--- src/rtl/mem_port_arbiter.sv ---
// mem_port_arbiter
//   Arbitrates the single shared 32-bit memory port between instruction fetch
//   (requester 0, read-only) and load/store (requester 1). It latches the
//   winner's address/data, issues a one-cycle mem_en strobe, waits MEM_LAT
//   cycles for read data, captures it and pulses the winner's done.
//
//   Build option:
//     ARB_FIXED_PRIO_EN  defined   -> data requester (1) always wins a tie
//                        undefined -> round-robin tie-break using 'last'
//
//   Parameters:
//     MEM_LAT    memory read latency in cycles (1..15)
//
//   Ports:
//     clk, rst_n                 system clock, async active-low reset
//     req0, addr0                fetch request / address
//     req1, addr1, wdata1, we1   data request / address / store data / store
//     mem_rdata                  memory read data
//     sel                        mux select (0 = fetch path, 1 = data path)
//     mem_addr, mem_wdata        latched access address / store data
//     mem_en, mem_we             access strobe / write enable
//     rdata                      captured read data
//     done0, done1               one-cycle completion pulses
//     busy                       high whenever not IDLE
//
//   state  | meaning
//   -------+----------------------------------------------------------
//   IDLE   | waiting for a request; arbitrates and latches the winner
//   ACCESS | mem_en strobe cycle
//   WAIT   | counting down the remaining read latency
//   DONE   | done pulse to the winner, then back to IDLE

module mem_port_arbiter #(
  parameter int unsigned MEM_LAT = 2
) (
  input  logic        clk,
  input  logic        rst_n,
  input  logic        req0,
  input  logic [31:0] addr0,
  input  logic        req1,
  input  logic [31:0] addr1,
  input  logic [31:0] wdata1,
  input  logic        we1,
  input  logic [31:0] mem_rdata,
  output logic        sel,
  output logic [31:0] mem_addr,
  output logic [31:0] mem_wdata,
  output logic        mem_en,
  output logic        mem_we,
  output logic [31:0] rdata,
  output logic        done0,
  output logic        done1,
  output logic        busy
);

  typedef enum logic [1:0] {IDLE, ACCESS, WAIT, DONE} state_t;

  localparam logic [3:0] CNT_INIT = 4'(MEM_LAT - 1);

  state_t     state;
  logic [3:0] cnt;
  logic       grant1;

`ifndef ARB_FIXED_PRIO_EN
  logic       last;  // id of the most recent winner
`endif

  // Winner of the current IDLE cycle: 1 = data requester.
  always_comb begin
    grant1 = 1'b0;
    if (req0 && req1) begin
`ifdef ARB_FIXED_PRIO_EN
      grant1 = 1'b1;
`else
      grant1 = ~last;
`endif
    end else begin
      grant1 = req1;
    end
  end

  always_ff @(posedge clk or negedge rst_n) begin
    if (!rst_n) begin
      state     <= IDLE;
      cnt       <= '0;
`ifndef ARB_FIXED_PRIO_EN
      last      <= 1'b1;  // fetch wins the first tie
`endif
      sel       <= 1'b0;
      mem_addr  <= '0;
      mem_wdata <= '0;
      mem_en    <= 1'b0;
      mem_we    <= 1'b0;
      rdata     <= '0;
      done0     <= 1'b0;
      done1     <= 1'b0;
      busy      <= 1'b0;
    end else begin
      mem_en <= 1'b0;
      done0  <= 1'b0;
      done1  <= 1'b0;
      case (state)
        IDLE: begin
          if (req0 || req1) begin
            sel       <= grant1;
            mem_addr  <= grant1 ? addr1 : addr0;
            mem_wdata <= grant1 ? wdata1 : 32'h0;
            mem_we    <= grant1 & we1;
`ifndef ARB_FIXED_PRIO_EN
            last      <= grant1;
`endif
            cnt       <= CNT_INIT;
            mem_en    <= 1'b1;
            busy      <= 1'b1;
            state     <= ACCESS;
          end
        end
        ACCESS, WAIT: begin
          if (cnt == 4'd0) begin
            // mem_we is still the latched store flag of this access
            if (!mem_we) rdata <= mem_rdata;
            done0 <= ~sel;
            done1 <= sel;
            state <= DONE;
          end else begin
            cnt   <= cnt - 4'd1;
            state <= WAIT;
          end
        end
        DONE: begin
          busy  <= 1'b0;
          state <= IDLE;
        end
        default: state <= IDLE;
      endcase
    end
  end

endmodule

--- config.mk ---
export PLATFORM = sky130hd
export DESIGN_NAME = mem_port_arbiter
export DESIGN_NICKNAME = d
export VERILOG_FILES = /design/src/rtl/mem_port_arbiter.sv
export SDC_FILE = /design/constraint.sdc
export NUM_CORES = 1
export LEC_CHECK = 0
export CAP_MARGIN = 40
export CORE_MARGIN = 2
export CORE_UTILIZATION = 39
export CTS_CLUSTER_DIAMETER = 200
export CTS_CLUSTER_SIZE = 25
export DETAILED_ROUTE_END_ITERATION = 10
export GPL_TIMING_DRIVEN = 1
export HOLD_SLACK_MARGIN = 0.02
export PLACE_DENSITY = 0.91
export SETUP_SLACK_MARGIN = 0.1
export SLEW_MARGIN = 20
export SYNTH_ARGS = -nofsm -noshare
export SYNTH_HDL_FRONTEND = slang
export SYNTH_SLANG_ARGS = --single-unit
--- constraint.sdc ---
create_clock -name clk -period 3.79 [get_ports clk]
set_input_delay 0.758 -clock clk [delete_from_list [all_inputs] [get_ports clk]]
set_output_delay 0.758 -clock clk [all_outputs]
set_load 0.02 [all_outputs]
Word level (Yosys, flattened, before mapping) --
Index checks and enable logic that the tools add are counted.
Word-level totals: flip-flop bits (word level) 109, bits of input ports 133, output and inout port bits 102, logic and storage cells 50
Cells by class: $add $sub $neg 1, equal/unequal tests 5, multiplexer cells 17, bitwise gates (word level) 4, reduce and logical (&&, ||, !) cells 11
Operator list (number):
- two-way mux 32 bit | 2
- two-way mux 1 bit | 9
- two-way mux 4 bit | 2
- one-hot mux 4 bit (2 select lines) | 1
- one-hot mux 2 bit (3 select lines) | 1
- AND reduction 3 bit | 2
- equality test 2 bit (second input constant) | 2
- logical NOT 4 bit | 1
- != test 2 bit (second input constant) | 2
- AND reduction 2 bit | 2
- nonzero test 2 bit | 2
- subtractor 4 x 1 -> 4 bit (second input constant) | 1
- NOT 1 bit | 3
- equality test 2 x 1 -> 1 bit (second input constant) | 1
- logical NOT 2 bit | 1
- two-way mux 2 bit | 1
- one-hot mux 1 bit (2 select lines) | 1
- OR reduction 2 bit | 1
- AND 1 bit | 1
- logical AND 1 bit | 1
- logical OR 1 bit | 1

Depth between registers and ports, before layout --
Gate-level depths: netlist of the first run.
depth in word-level cells 4, gate-level depth with buffers 7, depth with buffers taken out 6

Worst setup path after synthesis of the first run --
No wires, ideal clock.
path kind in2reg, from input req1, to register cnt[3], library setup time 0.126 ns, data arrival time 1.670 ns, required time 3.664 ns, path slack 1.994 ns, cell stages on the path 4, path buffers 1, cells stage by stage or3b_1 buf_2 o211a_2 a311o_1
On the way: longest elaborated chain between the ends 3
RTL lines:
- from (decl) | line 40 | input logic req1,
- logical OR 1 bit | line 104 | if (req0 || req1) begin
- != test 2 bit (no source line)
- AND reduction 3 bit (no source line)
- to (signal assigned) | line 126 | cnt <= cnt - 4'd1;
- to (decl) | line 61 | logic [3:0] cnt;
Every way passes these cells. A chain may end at the register's enable or synchronous reset.

Worst setup path after layout of the first run --
from register mem_we, to output mem_we
RTL lines:
- from (decl) | line 49 | output logic mem_we,
- from (signal assigned) | line 108 | mem_we <= grant1 & we1;
No word-level cell between the ends.

==> out/metrics.cfg, run 1 <==
[yosys]
ys_seq_elements=109
synth_area_um2=4388
ys_top_cells_by_area=dfrtp_1 62%, mux2_2 8.0%, mux2i_1 7.3%
synth_top_cell_by_area=dfrtp_1
postSynthNetCount=472
yosysSeqAreaShare=0.6219
yosysTopAreaCellShare=0.6159
synth_cell_types=34
synth_warnings=0
avgSynthCellArea_um2=13.06
netlist_instances=336

[timing]
fin_crit_ns=2.193
slew-limit-headroom=0.5908
final_max_slew_viol_count=0
rsz0062_at_grt=no
setup_viol=0
fin_tns_setup_ns=0
skew_ns=0.01186
hold_viol_final=0
period_share=0.5788
tightest_slew_ns=0.6138
fmax_mhz=455.9

[floorplanning]
die_h_um=110.1
boundaryPins=235
rows=38
core-area_um2=10890
die_x_um=110.1
die_area_um2=12120
start_util=0.4030

[finish]
nets=700
syn_to_final_growth_pct=61.76
finalInstanceArea_um2=7098
n_antenna_cell=0
final_layout_size_suffix_gt1_frac=0.1021

[route]
wl_per_cell_um=16.38
drt_first_pass_iters=4
drt_iter0_markers=149
drt.antenna.violating_nets=0
route.vias.total=3443
met2_wirelength_um=6051
drcViolationCount=0
top_layer_used=met4
wl_met1_um=4603
vias_per_cell=4.863
dr_wl_met3_um=731
wl_um=11600

[worst_setup_path]
arrival_ns=1.44
crit_path_start_kind=flip-flop
critPathMaxStageDelay_ns=0.65
crit_fanout=3
r2r_start=state[1]
slowest_stage=clkdlybuf4s50_1
worst-path-buf-inv=1
crit_required_ns=3.03
crit_chain=clkdlybuf4s50_1
crit_start=mem_we
r2r-end=rdata[26]
timing.reg2reg.setup_slack_ns=1.69
rr_worst_depth=6
critical-path-top-delay-family=buffers and inverters
worst_setup_path_end_kind=primary output
worstSetupPathType=flip-flop to primary output
worst-path-stages=1
crit_end=mem_we

[min_path]
hp-class=primary input to asynchronous set/reset pin

[pwr]
finalPower_mw=5.983
power_density_nw_per_um2=842.9
leakage_nw=3.074
peakVddDrop_uv=607.2

[grt]
grt_max_degree=101
grt_usage=0.1899
grt_overflow=0
grt_pass1_wl_um=17660
grt_pass1_vias=3655
grt_antenna_before_repair=0

[clock_network]
cts_root_buf=clkbuf_8
h-tree-depth=3
clock_latency_ns=0.36
cts_max_path_buffers=2
cts_tree=yes
clkSlewWorstSetupHoldPaths_ns=0.10
post_cts_buffers=0
cts_buffers=9
cts_resized=0
clock_sinks=109
postCtsHoldBufs=0

[placed_design]
post-dp-hpwl_um=8695
place_area_um2=6857
gp_congestion=0.8061
io_buffers=234

[outcome]
status=finished clean

[run]
cap_violations=0

## routing by layer
| metal | GRT usage | vias up |
|---|---|---|
| met5 | 0 | - |
| met4 | 0.06872 | 0 |
| met3 | 0.04233 | 17 |
| met2 | 0.3322 | 134 |
| met1 | 0.2292 | 1644 |
| li1 | - | 1648 |
## synth_stat cells
library cell and instances:
or3b_1 1, a21oi_1 1, o21ai_0 36, a311o_1 1, a21boi_1 1, nand4_1 1
nor3_1 1, nand2_1 34, a21o_1 2, nor2b_1 2, a31oi_1 1, nand4b_1 1
buf_2 8, o211a_2 1, dfrtp_1 108, mux2i_1 32, and3_1 1, o211ai_1 1
nand4bb_4 1, o21ai_1 1, mux2_1 1, inv_1 6, dfstp_2 1, mux2_2 31
buf_4 6, nor3b_1 1, and2_1 1, nor2_2 1, o21a_1 2, a22o_1 33
nor2_1 5, a21boi_0 1, clkbuf_1 9, ha_1 3
## placed cells by master, fill, tap and decap left out, types with 2 or more instances in the layout
| master | instances |
|---|---|
| nor2b_1 | 2 |
| inv_1 | 6 |
| o21a_1 | 2 |
| mux2_2 | 31 |
| nand2_1 | 34 |
| nor2_1 | 5 |
| clkbuf_8 | 10 |
| o21ai_0 | 36 |
| buf_4 | 5 |
| clkdlybuf4s50_1 | 233 |
| a21o_1 | 2 |
| mux2i_1 | 32 |
| bufinv_16 | 2 |
| dfrtp_1 | 108 |
| a22o_1 | 33 |
| ha_1 | 3 |
## where the power goes
group	leakage (nW)	switching [mW]	internal (mW)
registers	1.36	0.333	1.74
clock network	0.105	0.371	0.386
logic	1.61	1.54	1.61
## state kept, by name, indices dropped and copies added (netlist names), 2 cells and up
signal and cells:
mem_addr 32, state 2, rdata 32, cnt 4, mem_wdata 32
## logic make-up after synthesis
group	Yosys count	synth area share
flops	109	0.6219
compound gates	81	0.1272
mux	64	0.1551
simple gates	50	0.05504
buf+inv	29	0.03222
fa+ha+maj	3	0.008555
## worst register-to-register path, cell delays in order (launching register included)
cell and delay (ns):
dfrtp_1 0.38, inv_1 0.05, ha_1 0.46, nand4bb_4 0.20, nor2_2 0.11, buf_4 0.37, mux2_2 0.40
## area by class of cell
cell class | count | area (um^2)
Fill cell | 829 | 3790
Sequential cell | 109 | 2729
Timing Repair Buffer | 240 | 2417
Multi-Input combinational cell | 198 | 1540
Tap cell | 140 | 175.2
Clock buffer | 11 | 141.4
Clock inverter | 4 | 72.57
Inverter | 6 | 22.52
## worst min-delay path by stage
stage          cells past startpoint   startpoint       endpoint  slack, ns
2_1_floorplan                      0        rst_n           busy       0.46
3_3_place_gp                       2  mem_addr[4]    mem_addr[4]       0.46
3_5_place_dp                       1          sel          done0       0.47
4_1_cts                            1        rst_n  mem_wdata[23]       0.41
5_1_grt                            1        rst_n  mem_wdata[26]       0.43
6_report                           1        rst_n  mem_wdata[23]       0.40
## through the flow
| step | setup slack (ns) | std cells | utilization | hold WS [ns] |
|---|---|---|---|---|
| 2_1_floorplan | 1.994 | 336 | - | 0.4624 |
| 3_3_place_gp | 1.249 | 692 | 0.6297 | 0.4628 |
| 3_5_place_dp | 1.176 | 692 | 0.6297 | 0.4710 |
| 4_1_cts | 1.571 | 707 | 0.6494 | 0.4132 |
| 5_1_grt | 1.498 | 708 | 0.6519 | 0.4285 |
| 6_report | 1.597 | 708 | 0.6519 | 0.3973 |
Note: power is estimated with default switching activity, not from simulation.
==> run 2: changes to the inputs <==
--- a/config.mk
+++ b/config.mk
@@ -7,13 +7,13 @@
 export LEC_CHECK = 0
 export CAP_MARGIN = 40
 export CORE_MARGIN = 2
-export CORE_UTILIZATION = 39
+export CORE_UTILIZATION = 35
 export CTS_CLUSTER_DIAMETER = 200
 export CTS_CLUSTER_SIZE = 25
 export DETAILED_ROUTE_END_ITERATION = 10
 export GPL_TIMING_DRIVEN = 1
 export HOLD_SLACK_MARGIN = 0.02
-export PLACE_DENSITY = 0.91
+export PLACE_DENSITY = 0.87
 export SETUP_SLACK_MARGIN = 0.1
 export SLEW_MARGIN = 20
 export SYNTH_ARGS = -nofsm -noshare
==> constraint.sdc (replaced) <==
create_clock -name clk -period 1.95 [get_ports clk]
set_input_delay 0.39 -clock clk [delete_from_list [all_inputs] [get_ports clk]]
set_output_delay 0.39 -clock clk [all_outputs]
set_load 0.02 [all_outputs]
==> out/metrics.cfg, run 2 (synthesized netlist as in run 1, its figures left out) <==
[route]
route.vias.total=3606
drt.antenna.violating_nets=0
dr_wl_met3_um=793
drt_first_pass_iters=4
wl_met1_um=4642
wl_um=12200
top_layer_used=met4
wl_per_cell_um=16.33
met2_wirelength_um=6424
drcViolationCount=0
vias_per_cell=4.827
drt_iter0_markers=130

[timing]
hold_viol_final=0
tightest_slew_ns=0.5314
final_max_slew_viol_count=0
whs_ns=0.02481
rsz0062_at_grt=yes
skew_ns=0.005320
fin_tns_setup_ns=0
setup_viol=0
fmax_mhz=553.2
layout_setup_ws_ns=0.1422
period_share=0.9271
slew-limit-headroom=0.6457
fin_crit_ns=1.808

[finish]
multi_input_area_um2=1558
final_cell_mix=233 x clkdlybuf4s50_1, 108 x dfrtp_1, 36 x o21ai_0, 34 x nand2_1, 33 x a22o_1
regArea_um2=2729
top_regs=mem_addr: 32 flops, mem_wdata: 32 flops, rdata: 32 flops
nets=710
final_layout_size_suffix_gt1_frac=0.1209
syn_to_final_growth_pct=68.95
n_antenna_cell=0
nFillCells=984
layout_commonest_cell=clkdlybuf4s50_1

[clock_network]
cts_buffers=9
cts_max_path_buffers=2
cts_root_buf=clkbuf_16
postCtsHoldBufs=0
cts_tree=yes
clkSlewWorstSetupHoldPaths_ns=0.07
h-tree-depth=3
clock_latency_ns=0.34
clock_sinks=109

[worst_setup_path]
worst-path-buf-inv=1
worst_setup_path_end_kind=primary output
crit_fanout=4
crit_path_start_kind=flip-flop
arrival_ns=1.42
crit_start=sel
critical-path-top-delay-family=buffers and inverters
r2r_start=state[0]
worstSetupPathType=flip-flop to primary output
slowest_stage=clkdlybuf4s50_1
worst-path-stages=1
r2r-end=rdata[28]
rr_worst_depth=6
timing.reg2reg.setup_slack_ns=0.16
critPathMaxStageDelay_ns=0.69
crit_chain=clkdlybuf4s50_1
crit_required_ns=1.56
crit_end=sel

[outcome]
status=finished clean

[pwr]
power_density_nw_per_um2=1681
peakVddDrop_uv=1013
leakage_nw=3.203

[placed_design]
post-dp-hpwl_um=9310
io_buffers=234
gp_congestion=0.7642
dp_slack_ns=0.02164

[min_path]
hp-class=primary input to asynchronous set/reset pin

[floorplanning]
core-area_um2=12110
die_area_um2=13450
rows=40
start_util=0.3623
boundaryPins=235
die_x_um=116.0
die_h_um=116.0

[grt]
grt_antenna_before_repair=0
grt_pass1_wl_um=18870
grt_pass1_vias=3821
grt_usage=0.1811
grt_overflow=0
grt_max_degree=73

[run]
cap_violations=0

run 2: worst min path at each step:
stage | startpoint | endpoint | slack, ns
2_1_floorplan | rst_n | busy | 0.09
3_3_place_gp | rst_n | rdata[1] | 0.39
3_5_place_dp | rst_n | rdata[7] | 0.40
4_1_cts | rst_n | rdata[7] | 0.04
5_1_grt | rst_n | rdata[7] | 0.06
6_report | rst_n | rdata[7] | 0.02
run 2: metrics by stage:
stage | util | area [um^2] | instances | power, mW
5_1_grt | 0.6121 | 7413 | 747 | 13.16
6_report | 0.6121 | 7413 | 747 | 12.46
3_5_place_dp | 0.5791 | 7014 | 728 | 10.34
4_1_cts | 0.6115 | 7406 | 746 | 12.56
3_3_place_gp | 0.5791 | 7014 | 728 | 10.10
2_1_floorplan | - | 4388 | 336 | 7.244
run 2: where the power goes:
group	internal [mW]	switching [mW]
clock network	1.21	0.792
registers	3.38	0.630
logic	3.35	3.10
total	7.94	4.52
run 2: routing by layer:
layer / GRT usage / vias to the layer above
li1: - / 1678
met1: 0.2100 / 1753
met2: 0.3216 / 146
met3: 0.03923 / 29
met4: 0.08095 / 0
met5: 0 / -
run 2: final cells by class:
cell class,instances,share of cell area
clock buffers,12,0.03460
flip-flops and latches,109,0.3681
clock inverters,4,0.01046
multi-input cells,198,0.2101
well taps,168,0.02835
inverters,6,0.003038
repair buffers,250,0.3453
run 2: what timing repair did:
action	in CTS	in global routing
pin swaps	1	0
gates resized for setup	2	0
cloned	1	0
setup buffers	1	1
endpoints found under the setup margin	2	32
==> run 3: changes to the inputs <==
--- a/config.mk
+++ b/config.mk
@@ -6,6 +6,7 @@
 export NUM_CORES = 1
 export LEC_CHECK = 0
 export CAP_MARGIN = 40
+export CORE_ASPECT_RATIO = 1.25
 export CORE_MARGIN = 2
 export CORE_UTILIZATION = 35
 export CTS_CLUSTER_DIAMETER = 200
@@ -13,6 +14,7 @@
 export DETAILED_ROUTE_END_ITERATION = 10
 export GPL_TIMING_DRIVEN = 1
 export HOLD_SLACK_MARGIN = 0.02
+export MAX_ROUTING_LAYER = met4
 export PLACE_DENSITY = 0.87
 export SETUP_SLACK_MARGIN = 0.1
 export SLEW_MARGIN = 20
==> out/metrics.cfg, run 3 (synthesized netlist as in run 1, its figures left out) <==
[pwr]
finalPower_mw=12.33
leakage_nw=3.172
power_density_nw_per_um2=1676
p_int_mw=7.762
p_clk_frac=0.155
switching_share=0.3705
combPwrFrac=0.521
p_seq_frac=0.324
p_switching_mw=4.568
peakVddDrop_uv=687.7

[floorplanning]
rows=45
core-area_um2=12220
die_area_um2=13450
boundaryPins=235
die_h_um=129.2
start_util=0.3591
die_x_um=104.1

[timing]
fin_crit_ns=1.806
setup_viol=0
rsz0062_at_grt=no
period_share=0.9261
layout_setup_ws_ns=0.1442
slew-limit-headroom=0.6104
hold_viol_final=0
fmax_mhz=553.8
skew_ns=0.007240
final_max_slew_viol_count=0
tightest_slew_ns=0.5845

[clock_network]
cts_root_buf=clkbuf_16
h-tree-depth=3
clkSlewWorstSetupHoldPaths_ns=0.08
clock_sinks=109
clock_latency_ns=0.34
cts_tree=yes
cts_max_path_buffers=2
cts_buffers=9

[finish]
top_regs=mem_addr: 32 flops, mem_wdata: 32 flops, rdata: 32 flops
fin_util=0.6020
nFillCells=1014
nets=706
layout_commonest_cell=clkdlybuf4s50_1
syn_to_final_growth_pct=67.64
finalInstanceArea_um2=7356
n_antenna_cell=0
final_layout_size_suffix_gt1_frac=0.1165
stdcell_count=739
final_cell_mix=233 x clkdlybuf4s50_1, 108 x dfrtp_1, 36 x o21ai_0, 34 x nand2_1, 33 x a22o_1

[worst_setup_path]
r2r-end=rdata[13]
critical-path-top-delay-family=buffers and inverters
worstSetupPathType=flip-flop to primary output
crit_chain=clkdlybuf4s50_1
rr_worst_depth=6
crit_path_start_kind=flip-flop
timing.reg2reg.setup_slack_ns=0.18
arrival_ns=1.42
worst_setup_path_end_kind=primary output
crit_fanout=3
slowest_stage=clkdlybuf4s50_1
r2r_start=state[1]
worst-path-buf-inv=1
critPathMaxStageDelay_ns=0.66
crit_required_ns=1.56

[placed_design]
dp_slack_ns=-0.03957
gp_congestion=0.7723
io_buffers=234
post-dp-hpwl_um=9260
place_area_um2=6987
dp.cells=721

[grt]
grt_max_degree=110
grt_overflow=0
grt_pass1_wl_um=19080
grt_usage=0.1852
grt_use_met3=0.03169
grt_antenna_before_repair=0
top_usage_layer=met2
grt_pass1_vias=3784
use_met2=0.3355
met1_usage=0.2012

[route]
route.vias.total=3506
drcViolationCount=0
drt_iter0_markers=78
drt_first_pass_iters=4
wl_um=12320
vias_per_cell=4.744
drt.antenna.violating_nets=0
wl_per_cell_um=16.67

[min_path]
hp-class=primary input to asynchronous set/reset pin

[outcome]
status=finished clean

[run]
cap_violations=0

[run 3: through the flow]
| step | TNS [ns] | hold slack [ns] |
|---|---|---|
| 2_1_floorplan | 0 | 0.09441 |
| 3_3_place_gp | 0 | 0.4621 |
| 3_5_place_dp | -0.08275 | 0.4716 |
| 4_1_cts | 0 | 0.1420 |
| 5_1_grt | 0 | 0.1607 |
| 6_report | 0 | 0.09216 |
[run 3: area by class of cell]
type,count,area (um^2),area share
flip-flops and latches,109,2729,0.3710
repair buffers,246,2526,0.3434
multi-input cells,198,1558,0.2118
clock buffers,10,239.0,0.03249
well taps,164,205.2,0.02790
clock inverters,6,76.32,0.01038
inverters,6,22.52,0.003062
[run 3: worst max-delay path by stage]
stage	from	end	slack, ns	cells after the start
after floorplan	state[1]	rdata[10]	0.17	7
after global placement	req1	mem_addr[31]	0.05	5
after detailed placement	req1	mem_addr[21]	-0.04	5
after CTS	state[1]	rdata[7]	0.13	6
after global routing	mem_we	mem_we	0.10	1
final	mem_we	mem_we	0.14	1
[run 3: timing repair]
action,4_1_cts,5_1_grt
setup buffers,0,1
resized for setup,0,3
hold buffers,0,0
setup endpoints to repair,0,33
[run 3: per-layer routing]
| metal | vias to the layer above | part of all wire |
|---|---|---|
| met3 | 25 | 0.041 |
| met5 | - | 0 |
| met2 | 127 | 0.55 |
| li1 | 1659 | - |
| met1 | 1695 | 0.38 |
| met4 | 0 | 0.031 |
[run 3: power groups by stage]
| stage | registers (mW) | clock network (mW) | logic (mW) |
|---|---|---|---|
| floorplan | 5.22 | 0 | 2.02 |
| global placement | 3.97 | 0 | 6.12 |
| detailed placement | 4.02 | 0 | 6.35 |
| CTS | 4.01 | 1.96 | 6.36 |
| global route | 4.14 | 2.08 | 6.81 |
| finish | 4.00 | 1.91 | 6.42 |
